==> config.mk <==
export PLATFORM = sky130hd
export DESIGN_NAME = clock_display_scanner
export DESIGN_NICKNAME = d
export VERILOG_FILES = /design/src/rtl/clock_display_scanner.sv
export SDC_FILE = /design/constraint.sdc
export NUM_CORES = 1
export LEC_CHECK = 0
export ABC_AREA = 1
export BUFFER_PORTS_ARGS = -buffer_cell sky130_fd_sc_hd__buf_2
export CAP_MARGIN = 20
export CORE_MARGIN = 2
export CORE_UTILIZATION = 50
export CTS_CLUSTER_SIZE = 24
export DETAILED_ROUTE_END_ITERATION = 8
export GPL_TIMING_DRIVEN = 0
export PLACE_DENSITY = 0.7
export SYNTH_ARGS = -nofsm -noshare
export SYNTH_HDL_FRONTEND = slang
export SYNTH_SLANG_ARGS = --single-unit
==> constraint.sdc <==
create_clock -name clock -period 2.01 [get_ports clock]
set_input_delay 0.3015 -clock clock [delete_from_list [all_inputs] [get_ports clock]]
set_output_delay 0.3015 -clock clock [all_outputs]
set_load 0.1 [all_outputs]
==> src/rtl/clock_display_scanner.sv <==
// Multiplexed 4-digit 7-segment driver for the HH:MM clock counter.
// It captures a coherent snapshot, flags illegal digits, scans with an anti-ghost blank slot and blinks the colon.
module clock_display_scanner #(
    parameter int SCAN_DIV  = 16,
    parameter int BLINK_DIV = 64,
    parameter int LZ_BLANK  = 1
) (
    input  logic       clock,
    input  logic       reset,
    input  logic       time_valid,
    input  logic [1:0] time_ms_hr,
    input  logic [3:0] time_ls_hr,
    input  logic [2:0] time_ms_min,
    input  logic [3:0] time_ls_min,
    input  logic       blink_en,
    output logic [6:0] seg_n,
    output logic       dp_n,
    output logic [3:0] an_n,
    output logic       digit_err
);

    localparam int PC_W = $clog2(SCAN_DIV);
    localparam int FR_W = (BLINK_DIV > 1) ? $clog2(BLINK_DIV) : 1;
    localparam logic [PC_W-1:0] PC_LAST = PC_W'(SCAN_DIV - 1);
    localparam logic [FR_W-1:0] FR_LAST = FR_W'(BLINK_DIV - 1);
    localparam logic [6:0] SEG_BLANK = 7'h7F;
    localparam logic [6:0] SEG_DASH  = 7'h3F;

    function automatic logic [6:0] seg_decode(input logic [3:0] digit);
        logic [6:0] seg;
        case (digit)
            4'd0:    seg = 7'h40;
            4'd1:    seg = 7'h79;
            4'd2:    seg = 7'h24;
            4'd3:    seg = 7'h30;
            4'd4:    seg = 7'h19;
            4'd5:    seg = 7'h12;
            4'd6:    seg = 7'h02;
            4'd7:    seg = 7'h78;
            4'd8:    seg = 7'h00;
            4'd9:    seg = 7'h10;
            default: seg = SEG_DASH;
        endcase
        return seg;
    endfunction

    function automatic logic time_illegal(
        input logic [1:0] mh,
        input logic [3:0] lh,
        input logic [2:0] mm,
        input logic [3:0] lm
    );
        return (mh > 2'd2) || (lh > 4'd9) || ((mh == 2'd2) && (lh > 4'd3)) ||
               (mm > 3'd5) || (lm > 4'd9);
    endfunction

    logic [1:0]      ms_hr_q, ms_hr_d;
    logic [3:0]      ls_hr_q, ls_hr_d;
    logic [2:0]      ms_min_q, ms_min_d;
    logic [3:0]      ls_min_q, ls_min_d;
    logic            digit_err_q, digit_err_d;
    logic [PC_W-1:0] pc_q, pc_d;
    logic [1:0]      idx_q, idx_d;
    logic [FR_W-1:0] frame_q, frame_d;
    logic            phase_q, phase_d;
    logic [6:0]      seg_n_q, seg_n_d;
    logic            dp_n_q, dp_n_d;
    logic [3:0]      an_n_q, an_n_d;

    logic            frame_wrap_s;
    logic [3:0]      digit_val_s;
    logic            digit_bad_s;
    logic [6:0]      glyph_s;

    // Snapshot capture: all four digits and the error flag update together on the strobe
    always_comb begin
        ms_hr_d     = ms_hr_q;
        ls_hr_d     = ls_hr_q;
        ms_min_d    = ms_min_q;
        ls_min_d    = ls_min_q;
        digit_err_d = digit_err_q;
        if (time_valid) begin
            ms_hr_d     = time_ms_hr;
            ls_hr_d     = time_ls_hr;
            ms_min_d    = time_ms_min;
            ls_min_d    = time_ls_min;
            digit_err_d = time_illegal(time_ms_hr, time_ls_hr, time_ms_min, time_ls_min);
        end else begin
            digit_err_d = digit_err_q;
        end
    end

    // Slot prescaler, digit index and colon blink frame counter
    always_comb begin
        pc_d         = pc_q;
        idx_d        = idx_q;
        frame_d      = frame_q;
        phase_d      = phase_q;
        frame_wrap_s = (pc_q == PC_LAST) && (idx_q == 2'd3);
        if (pc_q == PC_LAST) begin
            pc_d  = '0;
            idx_d = idx_q + 2'd1;
        end else begin
            pc_d  = pc_q + PC_W'(1);
        end
        if (!blink_en) begin
            frame_d = '0;
            phase_d = 1'b1;
        end else if (frame_wrap_s) begin
            if (frame_q == FR_LAST) begin
                frame_d = '0;
                phase_d = ~phase_q;
            end else begin
                frame_d = frame_q + FR_W'(1);
            end
        end else begin
            frame_d = frame_q;
        end
    end

    // Digit selection, validation, decode and the blank slot at pc == 0
    always_comb begin
        digit_val_s = 4'd0;
        digit_bad_s = 1'b0;
        case (idx_q)
            2'd0: begin
                digit_val_s = ls_min_q;
                digit_bad_s = (ls_min_q > 4'd9);
            end
            2'd1: begin
                digit_val_s = {1'b0, ms_min_q};
                digit_bad_s = (ms_min_q > 3'd5);
            end
            2'd2: begin
                digit_val_s = ls_hr_q;
                digit_bad_s = (ls_hr_q > 4'd9) || ((ms_hr_q == 2'd2) && (ls_hr_q > 4'd3));
            end
            2'd3: begin
                digit_val_s = {2'b00, ms_hr_q};
                digit_bad_s = (ms_hr_q > 2'd2);
            end
            default: begin
                digit_val_s = 4'd0;
                digit_bad_s = 1'b1;
            end
        endcase

        // Leading-zero blanking only hides the glyph; the anode still scans normally
        if (digit_bad_s) begin
            glyph_s = SEG_DASH;
        end else if ((LZ_BLANK != 0) && (idx_q == 2'd3) && (ms_hr_q == 2'd0)) begin
            glyph_s = SEG_BLANK;
        end else begin
            glyph_s = seg_decode(digit_val_s);
        end

        if (pc_q == '0) begin
            an_n_d  = 4'hF;
            seg_n_d = SEG_BLANK;
            dp_n_d  = 1'b1;
        end else begin
            an_n_d  = ~(4'b0001 << idx_q);
            seg_n_d = glyph_s;
            dp_n_d  = ~((idx_q == 2'd2) && phase_q);
        end
    end

    // State and output registers
    always_ff @(posedge clock or negedge reset) begin
        if (!reset) begin
            ms_hr_q     <= 2'd0;
            ls_hr_q     <= 4'd0;
            ms_min_q    <= 3'd0;
            ls_min_q    <= 4'd0;
            digit_err_q <= 1'b0;
            pc_q        <= '0;
            idx_q       <= 2'd0;
            frame_q     <= '0;
            phase_q     <= 1'b1;
            seg_n_q     <= SEG_BLANK;
            dp_n_q      <= 1'b1;
            an_n_q      <= 4'hF;
        end else begin
            ms_hr_q     <= ms_hr_d;
            ls_hr_q     <= ls_hr_d;
            ms_min_q    <= ms_min_d;
            ls_min_q    <= ls_min_d;
            digit_err_q <= digit_err_d;
            pc_q        <= pc_d;
            idx_q       <= idx_d;
            frame_q     <= frame_d;
            phase_q     <= phase_d;
            seg_n_q     <= seg_n_d;
            dp_n_q      <= dp_n_d;
            an_n_q      <= an_n_d;
        end
    end

    assign seg_n     = seg_n_q;
    assign dp_n      = dp_n_q;
    assign an_n      = an_n_q;
    assign digit_err = digit_err_q;

endmodule

==> results.py <==
metrics = {
    "status": {
        "status": "completed",
    },
    "sta": {
        "skew_ns": 0.00610,
        "relSlewSlack": 0.442,
        "hold_viol": 0,
        "fin_setup_tns_ns": 0,
        "setup_viol_count_final": 0,
        "fmax_mhz": 546,
        "tightest_slew_ns": 0.837,
        "period_share": 0.912,
        "fin_crit_ns": 1.83,
        "drv_slew": 0,
    },
    "floorplanning": {
        "io_pins": 30,
        "core-area_um2": 3970,
        "rows": 23,
        "die_area_um2": 4610,
        "start_util": 0.514,
        "die_y_um": 67.9,
        "die_x_um": 67.9,
    },
    "pwr": {
        "vdd_drop_max_v": 0.000512,
        "p_per_area_nw_per_um2": 702,
        "p_leak_nw": 1.21,
    },
    "worst_setup_path": {
        "crit_type": "flop to flop",
        "regToRegSetupSlack_ns": 0.18,
        "crit_fanout": 8,
        "path_cells": "inv_2 > ha_4 > inv_4 > nand2_2 > nor2_4 > nor2_8 > buf_4 > ha_1 > o21a_1 > nand3b_1",
        "r2r_end": "seg_n[4]",
        "worstPathRequired_ns": 2.24,
        "critPathLaunchType": "flop",
        "end_kind": "flop",
        "max_stage_delay_ns": 0.44,
        "crit_slowest_cell": "dfrtp_1",
        "rr_worst_depth": 10,
        "cp_data_arrival_time_ns": 2.07,
        "timing.rr.start": "idx_q[0]",
    },
    "grt": {
        "grt_pass1_wl_um": 6470,
        "grt_start_max_net_pins": 40,
        "gr-total-overflow": 0,
        "antenna_found_initial": 0,
        "gr-usage-all-layers": 0.190,
        "first_global_vias": 1519,
    },
    "cts": {
        "cts_tree": "built",
        "cts.htree.levels": 2,
        "clock_sinks": 39,
        "numCtsBuffers": 5,
        "clock_tree.root_cell": "clkbuf_8",
        "hold_buffers": 0,
        "path_clk_slew_ns": 0.08,
        "clock_latency_ns": 0.30,
        "ctsLongestPathBuffers": 2,
    },
    "routing": {
        "vias_per_cell": 4.86,
        "initialDrtViolationCount": 73,
        "dr.pass1.iters": 4,
        "antenna_left": 0,
        "routedWlPerCell_um": 11.4,
        "routed_wl_um": 3690,
        "dr_total_vias": 1581,
        "drc": 0,
    },
    "synth": {
        "syn_area_per_cell_um2": 8.66,
        "yosys_register_bits": 39,
        "syn-instance-count": 236,
        "synth_area_leaders": "dfrtp_1, dfstp_2, nand2_1",
        "ys.flop_type": "dfrtp_1",
        "synth-async-reset-ratio": 1.00,
        "synth_largest_area_cell": "dfrtp_1",
        "synth_edf_count": 0,
        "yosys-top-cells-count": "nand2_1, dfrtp_1, inv_1",
        "ys_seq_area_frac": 0.486,
        "syn_area_um2": 2040,
        "synth_nets": 264,
        "synth_top_area_frac": 0.318,
        "ys_types": 32,
        "synth_most_common_cell": "nand2_1",
        "synth-warning-count": 0,
    },
    "layout": {
        "diodes": 0,
        "nets": 302,
        "layout-drive-gt1-share": 0.316,
        "fin_cells": 325,
        "finalInstanceArea_um2": 2430,
        "final_core_util": 0.611,
        "area_growth_pct": 18.7,
    },
    "placement": {
        "portBuffers": 28,
        "dp_cells": 314,
        "hpwl_um": 2620,
        "placed_area_um2": 2250,
        "place.gp.congestion": 0.824,
    },
    "flow_run": {
        "max_cap_violations": 0,
    },
    "min_path": {
        "hold_class": "input port to asynchronous set/reset pin",
    },
}
## metal layers
layer / track usage / wire length, µm / part of all wire
met3: 0.0510 / 149 / 0.040
met2: 0.314 / 1780 / 0.48
met1: 0.227 / 1700 / 0.46
met5: 0 / 0 / 0
met4: 0.0975 / 64 / 0.017
## cell type report
class / count / area [µm²]
buffer: 3 / 11.3
clock buffer: 6 / 82.6
clock inverter: 2 / 35.0
fill: 370 / 1550
inverter: 28 / 110
multi-input combinational: 166 / 970
sequential: 39 / 992
tap: 50 / 62.6
timing repair buffer: 31 / 163
## power by group
group / internal, mW / switching (mW) / total (mW) / leakage, nW
registers: 0.819 / 0.0248 / 0.844 / 0.456
clock network: 0.401 / 0.270 / 0.672 / 0.0612
logic: 0.0688 / 0.119 / 0.188 / 0.691
total: 1.29 / 0.414 / 1.70 / 1.21
## registers in the layout, indices dropped and copies added, names as in the netlist
register and count:
dp_n 1, seg_n 7, ms_min_q 3, ls_min_q 4, pc_q 4, frame_q 6, ls_hr_q 4, digit_err 1
ms_hr_q 2, phase_q 1, idx_q 2, an_n 4
## worst max-delay path by stage
stage                     startpoint  endpoint  slack (ns)  depth (start not counted)
after floorplan             idx_q[0]  seg_n[3]        0.23                         11
after global placement      idx_q[0]  seg_n[3]        0.05                         11
after detailed placement    idx_q[0]  seg_n[3]        0.04                         11
after CTS                   idx_q[0]  seg_n[3]        0.02                         11
after global routing        idx_q[1]  seg_n[3]       -0.02                         10
final                       idx_q[0]  seg_n[4]        0.18                         10
## placed cells by master (no fill, tap or decap), types with 7 or more instances in the layout
cell     instances
nand2_1         81
buf_2           28
dfrtp_1         26
inv_1           18
dfstp_2         13
o21ai_0         11
nand3_1         10
nor2_1           8
inv_2            8
ha_1             8
nor2_4           7
## logic make-up after synthesis
group	count (synthesis)	synth area share
and+or+nand+nor	122	0.285
DFF	39	0.486
AOI/OAI and AO/OA	32	0.0980
buffers and inverters	31	0.0594
adders and majority gates	11	0.0674
xor gates and xnor gates	1	0.00429
## timing repair
item                       in CTS  in global routing
setup buffers                   0                  3
setup endpoints to repair       0                  1
gates resized for setup         0                  9
## worst max-delay path, delay by kind of cell (launching register included)
family,cells,cell delay (ns)
DFF,1,0.44
adders and majority gates,2,0.39
and+or+nand+nor,4,0.39
buffers and inverters,3,0.37
AOI/OAI and AO/OA,1,0.19
## metrics by stage
stage	worst slack, ns	power [mW]	hold slack (ns)
final	0.177	1.70	0.106
after CTS	0.0169	1.72	0.134
after global routing	-0.0234	1.78	0.168
after detailed placement	0.0450	1.04	0.457
after floorplan	0.231	0.978	0.00591
after global placement	0.0503	1.04	0.449
Power figures use the tool's default switching activity.
